===== src/rtl/div_unit_pkg.sv =====
// Shared types and constants for the iterative RV32M divider.
package div_unit_pkg;

   typedef enum logic [1:0] {
      DIV  = 2'b00,
      DIVU = 2'b01,
      REM  = 2'b10,
      REMU = 2'b11
   } div_op_e;

   typedef enum logic [1:0] {
      IDLE = 2'b00,
      CALC = 2'b01,
      FIN  = 2'b10
   } div_state_e;

   localparam logic [31:0] DIV_ZERO_Q = 32'hFFFF_FFFF;
   localparam logic [31:0] DIV_OVF_Q  = 32'h8000_0000;

   function automatic logic op_is_signed(div_op_e op);
      return (op == DIV) || (op == REM);
   endfunction

   function automatic logic op_is_rem(div_op_e op);
      return (op == REM) || (op == REMU);
   endfunction

endpackage


===== src/rtl/div_unit_if.sv =====
// Launch/result handshake between the EX stage and the divider.
interface div_unit_if
   import div_unit_pkg::*;
#(
   parameter int XLEN = 32
);
   logic            start;
   div_op_e         op;
   logic [XLEN-1:0] src1;
   logic [XLEN-1:0] src2;
   logic            kill;
   logic            busy;
   logic            done;
   logic [XLEN-1:0] result;

   modport master (
      output start, op, src1, src2, kill,
      input  busy, done, result
   );

   modport slave (
      input  start, op, src1, src2, kill,
      output busy, done, result
   );
endinterface


===== src/rtl/div_unit_step.sv =====
// One combinational restoring-division iteration.
module div_step #(
   parameter int XLEN = 32
) (
   input  logic [XLEN-1:0] rem_in,
   input  logic [XLEN-1:0] quo_in,
   input  logic [XLEN-1:0] divisor,
   output logic [XLEN-1:0] rem_out,
   output logic [XLEN-1:0] quo_out
);
   logic [XLEN:0]   shifted;
   logic [XLEN-1:0] diff;
   logic            ge;

   // The partial remainder stays below the divisor, so once ge holds the
   // difference always fits in XLEN bits and the top bit can be dropped.
   always_comb begin
      shifted = {rem_in, quo_in[XLEN-1]};
      ge      = shifted >= {1'b0, divisor};
      diff    = shifted[XLEN-1:0] - divisor;
      rem_out = ge ? diff : shifted[XLEN-1:0];
      quo_out = {quo_in[XLEN-2:0], ge};
   end
endmodule


===== src/rtl/div_unit.sv =====
// Iterative radix-2 restoring divider for DIV/DIVU/REM/REMU.
//
// state | meaning
// IDLE  | waiting for start
// CALC  | one restoring step per cycle, 32 steps
// FIN   | signed result registered, done high for this cycle
module div_unit
   import div_unit_pkg::*;
#(
   parameter int XLEN = 32
) (
   input  logic       clk,
   input  logic       rst,
   div_unit_if.slave  bus
);
   localparam int CNT_W = $clog2(XLEN);

   div_state_e       state;
   div_op_e          op_q;
   logic [CNT_W-1:0] cnt;
   logic [XLEN-1:0]  rem_q;
   logic [XLEN-1:0]  quo_q;
   logic [XLEN-1:0]  divisor_q;
   logic             q_neg;
   logic             r_neg;
   logic             busy_q;
   logic             done_q;
   logic [XLEN-1:0]  result_q;

   logic [XLEN-1:0]  rem_nxt;
   logic [XLEN-1:0]  quo_nxt;
   logic [XLEN-1:0]  fin_val;
   logic             sgn;
   logic             ovf;
   logic [XLEN-1:0]  abs1;
   logic [XLEN-1:0]  abs2;

   div_step #(.XLEN(XLEN)) u_step (
      .rem_in  (rem_q),
      .quo_in  (quo_q),
      .divisor (divisor_q),
      .rem_out (rem_nxt),
      .quo_out (quo_nxt)
   );

   always_comb begin
      sgn     = op_is_signed(bus.op);
      ovf     = sgn && (bus.src1 == DIV_OVF_Q) && (bus.src2 == DIV_ZERO_Q);
      abs1    = (sgn && bus.src1[XLEN-1]) ? -bus.src1 : bus.src1;
      abs2    = (sgn && bus.src2[XLEN-1]) ? -bus.src2 : bus.src2;
      fin_val = op_is_rem(op_q) ? (r_neg ? -rem_nxt : rem_nxt)
                                : (q_neg ? -quo_nxt : quo_nxt);
   end

   // Result is registered on the edge into FIN so it is valid with done.
   always_ff @(posedge clk or posedge rst) begin
      if (rst) begin
         state     <= IDLE;
         op_q      <= DIV;
         cnt       <= '0;
         rem_q     <= '0;
         quo_q     <= '0;
         divisor_q <= '0;
         q_neg     <= 1'b0;
         r_neg     <= 1'b0;
         busy_q    <= 1'b0;
         done_q    <= 1'b0;
         result_q  <= '0;
      end else begin
         done_q <= 1'b0;
         case (state)
            IDLE: begin
               if (bus.start && !bus.kill) begin
                  op_q   <= bus.op;
                  cnt    <= '0;
                  busy_q <= 1'b1;
                  if (bus.src2 == '0) begin
                     state    <= FIN;
                     done_q   <= 1'b1;
                     result_q <= op_is_rem(bus.op) ? bus.src1 : DIV_ZERO_Q;
                  end else if (ovf) begin
                     state    <= FIN;
                     done_q   <= 1'b1;
                     result_q <= op_is_rem(bus.op) ? '0 : DIV_OVF_Q;
                  end else begin
                     state     <= CALC;
                     rem_q     <= '0;
                     quo_q     <= abs1;
                     divisor_q <= abs2;
                     q_neg     <= sgn && (bus.src1[XLEN-1] ^ bus.src2[XLEN-1]);
                     r_neg     <= sgn && bus.src1[XLEN-1];
                  end
               end
            end
            CALC: begin
               if (bus.kill) begin
                  state  <= IDLE;
                  cnt    <= '0;
                  busy_q <= 1'b0;
               end else begin
                  rem_q <= rem_nxt;
                  quo_q <= quo_nxt;
                  cnt   <= cnt + CNT_W'(1);
                  if (cnt == CNT_W'(XLEN - 1)) begin
                     state    <= FIN;
                     done_q   <= 1'b1;
                     result_q <= fin_val;
                  end
               end
            end
            FIN: begin
               state  <= IDLE;
               cnt    <= '0;
               busy_q <= 1'b0;
            end
            default: begin
               state  <= IDLE;
               cnt    <= '0;
               busy_q <= 1'b0;
            end
         endcase
      end
   end

   assign bus.busy   = busy_q;
   assign bus.done   = done_q;
   assign bus.result = result_q;
endmodule


===== src/flat_wrapper.sv =====
// flat-port wrapper written by rule: the top's interface ports become plain ports
module div_unit_flat import div_unit_pkg::*;
#(
   parameter int XLEN = 32
)
  (clk, rst, bus_start, bus_op, bus_src1, bus_src2, bus_kill, bus_busy, bus_done, bus_result);
  div_unit_if #(.XLEN(XLEN)) bus_i ();
  input  logic clk;
  input  logic rst;
  input wire logic [$bits(bus_i.start)-1:0] bus_start;
  input wire logic [$bits(bus_i.op)-1:0] bus_op;
  input wire logic [$bits(bus_i.src1)-1:0] bus_src1;
  input wire logic [$bits(bus_i.src2)-1:0] bus_src2;
  input wire logic [$bits(bus_i.kill)-1:0] bus_kill;
  output wire logic [$bits(bus_i.busy)-1:0] bus_busy;
  output wire logic [$bits(bus_i.done)-1:0] bus_done;
  output wire logic [$bits(bus_i.result)-1:0] bus_result;
  assign bus_i.start = bus_start;
  assign bus_i.op = bus_op;
  assign bus_i.src1 = bus_src1;
  assign bus_i.src2 = bus_src2;
  assign bus_i.kill = bus_kill;
  assign bus_busy = bus_i.busy;
  assign bus_done = bus_i.done;
  assign bus_result = bus_i.result;
  div_unit #(.XLEN(XLEN)) u_core (.clk(clk), .rst(rst), .bus(bus_i));
endmodule

===== config.mk =====
export PLATFORM = sky130hd
export DESIGN_NAME = div_unit_flat
export DESIGN_NICKNAME = d
export VERILOG_FILES = /design/src/rtl/div_unit_pkg.sv /design/src/rtl/div_unit_if.sv /design/src/rtl/div_unit_step.sv /design/src/rtl/div_unit.sv /design/src/flat_wrapper.sv
export SDC_FILE = /design/constraint.sdc
export NUM_CORES = 1
export LEC_CHECK = 0
export BUFFER_PORTS_ARGS = -buffer_cell sky130_fd_sc_hd__buf_2
export CORE_MARGIN = 4
export CORE_UTILIZATION = 28
export DETAILED_ROUTE_END_ITERATION = 7
export GPL_ROUTABILITY_DRIVEN = 0
export MAX_ROUTING_LAYER = met4
export PLACE_DENSITY = 0.41
export SYNTH_ARGS = -nofsm -noshare
export SYNTH_HDL_FRONTEND = slang
export SYNTH_SLANG_ARGS = --single-unit

===== constraint.sdc =====
create_clock -name clk -period 6.81 [get_ports clk]
set_input_delay 1.7025 -clock clk [delete_from_list [all_inputs] [get_ports clk]]
set_output_delay 1.7025 -clock clk [all_outputs]
set_load 0.01 [all_outputs]

Yosys cells after proc, flatten, opt, wreduce, memory -nomap -nowiden
Cells that the tools add are included.

word-level totals
  register bits = 141
  bits of input ports = 70
  output and inout port bits = 34
  logic and storage cells = 99

cells by class
  $add $sub $neg = 6
  magnitude comparators = 1
  equality and inequality tests = 16
  mux-type cells = 42
  bitwise logic cells = 3
  reductions and logical operators = 20

operator list
  cell                  number
  $mux 32               21
  $pmux 32 s2           3
  $neg 32->32           4
  $eq 32x32->1 const B  2
  $ge 33x32->1          1
  $logic_not 32->1      1
  $sub 32x32->32        1
  $mux 2                5
  $mux 5                2
  $pmux 5 s2            1
  $reduce_and 5->1      2
  $eq 2x2->1 const B    4
  $ne 2x2->1 const B    4
  $mux 1                7
  $logic_and 1x1->1     6
  $reduce_and 2->1      3
  $add 5x1->5 const B   1
  $eq 5x5->1 const B    1
  $logic_not 2->1       2
  $ne 2x1->1 const B    2
  $pmux 1 s2            2
  $pmux 2 s2            1
  $reduce_and 4->1      1
  $logic_or 1x1->1      3
  other kinds (7)       8

Longest topological paths before layout
  depth in word-level cells = 8
  depth in mapped cells = 23
  mapped depth without buffers = 18

By module
From an unflattened synthesis, not the netlist that was laid out.

second synthesis, totals
  cells, all modules = 1464
  area total of the unflattened synthesis = 11732.5 sq um

modules (own cells, without submodules)
  module    instances  cells an instance  area an instance (sq um)  seq. area each (sq um)
  div_unit  1          1099               9066.2                    3503.4
  div_step  1          365                2666.3                    0.0

Least setup slack after synthesis
OpenSTA, ideal clock, no wires.

  path kind = reg2reg
  start point = register u_core.rem_q[9]
  end point = register u_core.result_q[26], in the netlist u_core.bus.result[26]
  setup time = 0.134 ns
  arrival time = 5.291 ns
  required time = 6.676 ns
  slack = 1.384 ns
  cell stages (with the launch flop) = 22
  buffers on the path = 5
  period minus slack after synthesis = 5.426 ns
  cells stage by stage = dfrtp_1 > ha_1 > clkbuf_1 > nand4_1 > a2111oi_0 > o31a_1 > or2_1 > buf_2 > buf_4 > buf_2 > buf_1 > nand2_1 > o21ai_0 > ha_1 > inv_1 > a211oi_1 > and4bb_2 > o21ai_1 > or4_1 > a22o_1 > a2111oi_0 > a21oi_1

between the ends
  cells in the longest elaborated chain, start to end = 8
  elaborated cells on any way between the ends = 11
  those cells by class = add/sub (3); order compare (1); mux (7)

RTL lines
  item                                                   line                                      RTL
  from (decl)                                            div_unit.sv:21                            logic [XLEN-1:0] rem_q;
  from (signal assigned)                                 div_unit.sv:101                           rem_q <= rem_nxt;
  $sub 32x32->32 / $ge 33x32->1 (equally long branches)  div_unit_step.sv:20, div_unit_step.sv:19
  $mux 32                                                div_unit_step.sv:21                       rem_out = ge ? diff : shifted[XLEN-1:0];
  $neg 32->32                                            div_unit.sv:51                            fin_val = op_is_rem(op_q) ? (r_neg ? -rem_nxt : rem_nxt)
  $mux 32                                                div_unit.sv:51
  $mux 32 (*)                                            div_unit.sv:51
  $mux 32 (*)                                            div_unit.sv:104                           if (cnt == CNT_W'(XLEN - 1)) begin
  $mux 32 (*)                                            div_unit.sv:96                            if (bus.kill) begin
  $pmux 32 s2 (*)                                        div_unit.sv:71                            case (state)
  to (signal assigned)                                   div_unit.sv:80                            result_q <= op_is_rem(bus.op) ? bus.src1 : DIV_ZERO_Q;
  to (signal assigned)                                   div_unit.sv:84                            result_q <= op_is_rem(bus.op) ? '0 : DIV_OVF_Q;
  to (signal assigned)                                   div_unit.sv:107                           result_q <= fin_val;
  to (decl)                                              div_unit.sv:28                            logic [XLEN-1:0] result_q;

Every way passes the cells marked *; elsewhere a longest branch is shown, timed or not. The select of a mux whose other input is x is not followed.
A chain may end at the register's enable or synchronous reset.

Final worst setup path
  start point = register u_core.rem_q[0]
  end point = register u_core.result_q[26], in the netlist u_core.bus.result[26]

Same word-level chain as after synthesis.

==> qor.tcl <==
set qor(cts.reportedPaths.clkPinSlew_ns) 0.07
set qor(antennaDiodeCount) 0
set qor(worst-endpoint-required_ns) 7.13
set qor(total_of_endpoints_with_negative_setup_slack_in_the_final_report) 0
set qor(synth_edf_count) 0
set qor(grt_start_max_net_pins) 89
set qor(synth_seq_cells) 140
set qor(pin_slew_with_the_least_headroom_to_its_limit_ns) 1.172
set qor(slew-limit-headroom_pct) 21.71
set qor(first_iter_violations) 789
set qor(drt-total-wl_mm) 45.95
set qor(report.final.hold_viol_count) 0
set qor(std_cell_rows) 74
set qor(end_kind) {register}
set qor(floorplan.initialDensity_pct) 28.48
set qor(finalWorstPathRequiredPeriod_ns) 5.886
set qor(fin_worst_skew_ns) 0.01235
set qor(cts_buffer_depth) 2
set qor(finalCritPeriodShare_pct) 86.44
set qor(grt_pass1_wl_mm) 69.86
set qor(post_cts_hold_buffer_count) 0
set qor(synth-async-reset-ratio_pct) 100.0
set qor(post-route-worst-setup-slack_ns) 0.9237
set qor(powerDensity_nw_per_um2) 398.4
set qor(synth_adder_area_share_pct) 4.348
set qor(placed_cell_area_sq_um) 12680
set qor(post_drt_via_cell_ratio) 5.448
set qor(critical_path_peak_fanout) 10
set qor(cts_root_buf) {sky130_fd_sc_hd__clkbuf_16}
set qor(maxClockFrequency_mhz) 169.9
set qor(wl_cell_microns) 21.55
set qor(post_synth_mux_area_share_pct) 2.538
set qor(area_growth_pct) 13.56
set qor(synth_simple_gate_area_share_pct) 21.73
set qor(io_buffer_count) 103
set qor(synth_top_family_by_area) {compound AO/OA/AOI/OAI gates}
set qor(hpwlAfterDp_mm) 35.42
set qor(worstSetupStartpointType) {register}
set qor(ios) 104
set qor(post_synth_num_cell_types) 77
set qor(worst_ir_drop_vdd_v) 0.0002060
set qor(post_synth_inst_count) 1538
set qor(placeableCoreArea_sq_um) 41020
set qor(slew_viol_final) 0
set qor(die_width_microns) 212.3
set qor(grt_setup_unrepaired) {no}
set qor(cts_num_sinks) 140
set qor(final_layout_size_suffix_gt1_share_pct) 11.25
set qor(critical_path_class) {register to register}
set qor(grt_remaining_overflow) 0
set qor(hold_ws_ns) 0.4732
set qor(register_area_share_after_synthesis_pct) 29.99
set qor(filler_cell_count) 4436
set qor(nNetsFinal) 1698
set qor(finish.instance_area_sq_um) 13270
set qor(final-seq-area_sq_um) 3503
set qor(cts_setup_buffers) 0
set qor(synth-compound-area-share_pct) 26.43
set qor(setup-tns-final_ns) 0
set qor(synth_area_per_cell_sq_um) 7.596
set qor(hold_path_class) {register to register}
set qor(clock_tree_from_tritoncts) {yes}
set qor(post_cts_resized) 0
set qor(grt_pass1_vias) 11137
set qor(number_of_nets_produced_by_synthesis) 1648
set qor(place_ws_ns) 0.7998
set qor(route.detailed.drc) 0
set qor(drv.max_cap_violation_count) 0
set qor(outcome) {finished clean}
set qor(synth_ff_type) {sky130_fd_sc_hd__dfrtp_1}
set qor(antenna_violations_before_repair) 0
set qor(pleak_nw) 5.657
set qor(design.die.area_sq_um) 45050
set qor(die_height_microns) 212.3
set qor(yosys.area_share.xor_xnor_pct) 9.596
set qor(yosys_warnings) 0
set qor(clk_latency_ns) 0.45
set qor(worst-endpoint-arrival_ns) 6.21
set qor(route.vias.total) 11616
set qor(drtAntennaViolNets) 0
set qor(grt_util_all_layers_pct) 20.83
set qor(cts_htree_levels) 4
set qor(syn-cell-area_sq_um) 11680
set qor(drt_pre_antenna_iters) 5
set qor(multi_input_combinational_cell_area_sq_um) 7565
set qor(clock_buffers_created_by_tritoncts) 17
==> final timing paths <==
kind | start | endpoint | slack, ns | cells after the start
worst max-delay path | u_core.rem_q[0]$_DFFE_PP0P_ | u_core.bus.result[26]$_DFFE_PP0P_ | 0.92 | 17
worst min register to register | u_core.bus.result[5]$_DFFE_PP0P_ | u_core.bus.result[5]$_DFFE_PP0P_ | 0.47 | 2
worst max register to register | u_core.rem_q[0]$_DFFE_PP0P_ | u_core.bus.result[26]$_DFFE_PP0P_ | 0.92 | 17
min in group asynchronous | rst | u_core.bus.done$_DFF_PP0_ | 1.44 | 2
max in group asynchronous | rst | u_core.rem_q[5]$_DFFE_PP0P_ | 4.06 | 3
worst min-delay path | u_core.bus.result[5]$_DFFE_PP0P_ | u_core.bus.result[5]$_DFFE_PP0P_ | 0.47 | 2
==> cells in the mapped netlist (9+ instances only) <==
master                     number  area share (%)
sky130_fd_sc_hd__a211oi_1      10            0.64
sky130_fd_sc_hd__a21o_1        11            0.71
sky130_fd_sc_hd__a21oi_1      146             6.3
sky130_fd_sc_hd__a22o_1         9            0.67
sky130_fd_sc_hd__a31oi_1       19             1.0
sky130_fd_sc_hd__buf_2         12            0.51
sky130_fd_sc_hd__clkbuf_1      71             2.3
sky130_fd_sc_hd__dfrtp_1      140              30
sky130_fd_sc_hd__ha_1          39             4.2
sky130_fd_sc_hd__inv_1         70             2.2
sky130_fd_sc_hd__mux2i_1       24             2.1
sky130_fd_sc_hd__nand2_1      191             6.1
sky130_fd_sc_hd__nand2b_1      14            0.75
sky130_fd_sc_hd__nand3_1       18            0.77
sky130_fd_sc_hd__nand4_1       23             1.2
sky130_fd_sc_hd__nor2_1       129             4.1
sky130_fd_sc_hd__nor2b_1       12            0.64
sky130_fd_sc_hd__nor3_1        37             1.6
sky130_fd_sc_hd__nor4_1        13            0.70
sky130_fd_sc_hd__o211ai_1      10            0.64
sky130_fd_sc_hd__o21ai_0      190             8.1
sky130_fd_sc_hd__o31ai_1       25             1.6
sky130_fd_sc_hd__o41ai_1       18             1.3
sky130_fd_sc_hd__or3_1         22             1.2
sky130_fd_sc_hd__or4_1         16             1.0
sky130_fd_sc_hd__xnor2_1       61             4.6
sky130_fd_sc_hd__xor2_1        67             5.0
==> cells in the final DEF, fill, tap and decap left out, types with 21 or more instances in the layout <==
| cell | instances |
|---|---|
| sky130_fd_sc_hd__nor3_1 | 37 |
| sky130_fd_sc_hd__nand2_1 | 191 |
| sky130_fd_sc_hd__nand4_1 | 23 |
| sky130_fd_sc_hd__o21ai_0 | 190 |
| sky130_fd_sc_hd__o31ai_1 | 25 |
| sky130_fd_sc_hd__xnor2_1 | 61 |
| sky130_fd_sc_hd__xor2_1 | 67 |
| sky130_fd_sc_hd__or3_1 | 21 |
| sky130_fd_sc_hd__nor2_1 | 129 |
| sky130_fd_sc_hd__ha_1 | 39 |
| sky130_fd_sc_hd__buf_2 | 103 |
| sky130_fd_sc_hd__dfrtp_1 | 140 |
| sky130_fd_sc_hd__a21oi_1 | 146 |
| sky130_fd_sc_hd__inv_1 | 69 |
| sky130_fd_sc_hd__mux2i_1 | 24 |
==> cell type report <==
type / count / share of cell area [%]
clock inverter: 12 / 1.113
clock buffer: 19 / 3.339
sequential: 140 / 26.41
tap: 532 / 5.017
inverter: 71 / 2.047
timing repair buffer: 122 / 5.055
multi-input combinational: 1236 / 57.02
==> cell families (layout without fill, tap and decap cells) <==
logic type,count (synthesis),after routing
AO/OA/AOI/OAI,511,511
XOR/XNOR,128,128
adder cells (fa/ha/maj),40,40
buffers and inverters,162,224
flip-flops,140,140
multiplexers,29,29
AND/OR/NAND/NOR,528,528
==> power by group <==
| part | switching, mW | internal (mW) |
|---|---|---|
| registers | 0.288 | 1.11 |
| logic | 1.89 | 1.01 |
| clock network | 0.408 | 0.581 |
| total | 2.59 | 2.70 |
==> through the flow <==
step / util, % / power (mW) / std cells
floorplan: - / 3.316 / 1538
global placement: 30.90 / 4.294 / 2101
detailed placement: 30.90 / 4.287 / 2101
CTS: 32.34 / 5.304 / 2132
global route: 32.34 / 5.695 / 2132
finish: 32.34 / 5.286 / 2132
==> state kept, by name, summed over array words and instances, names as in the netlist <==
name               cells
u_core.quo_q          32
u_core.bus.result     32
u_core.bus.done        1
u_core.r_neg           1
u_core.q_neg           1
u_core.op_q            1
u_core.bus.busy        1
u_core.cnt             5
u_core.divisor_q      32
u_core.state           2
u_core.rem_q          32
==> critical path: stages (launching register included) <==
cell and delay, ns:
sky130_fd_sc_hd__dfrtp_1 0.45, sky130_fd_sc_hd__ha_1 0.34, sky130_fd_sc_hd__nor2b_1 0.21, sky130_fd_sc_hd__o2111ai_1 0.24, sky130_fd_sc_hd__a2111oi_0 0.82, sky130_fd_sc_hd__o31a_1 0.43, sky130_fd_sc_hd__or2_2 0.35, sky130_fd_sc_hd__inv_1 0.14
sky130_fd_sc_hd__mux2i_1 0.25, sky130_fd_sc_hd__ha_1 0.24, sky130_fd_sc_hd__inv_1 0.08, sky130_fd_sc_hd__a211oi_1 0.28, sky130_fd_sc_hd__and4bb_2 0.31, sky130_fd_sc_hd__o21ai_1 0.15, sky130_fd_sc_hd__or4_1 0.66, sky130_fd_sc_hd__a22o_1 0.24
sky130_fd_sc_hd__a2111oi_0 0.40, sky130_fd_sc_hd__a21oi_1 0.13
==> metal layers <==
layer	part of all wire [%]	wire, microns	vias up	GRT usage [%]
met1	48	21990	5650	28.78
met2	45	20790	279	31.59
met5	0	0	-	-
met3	4.8	2183	46	3.748
li1	-	-	5641	-
met4	2.2	997	0	5.531
No activity file was read; power rests on OpenSTA's default activity.
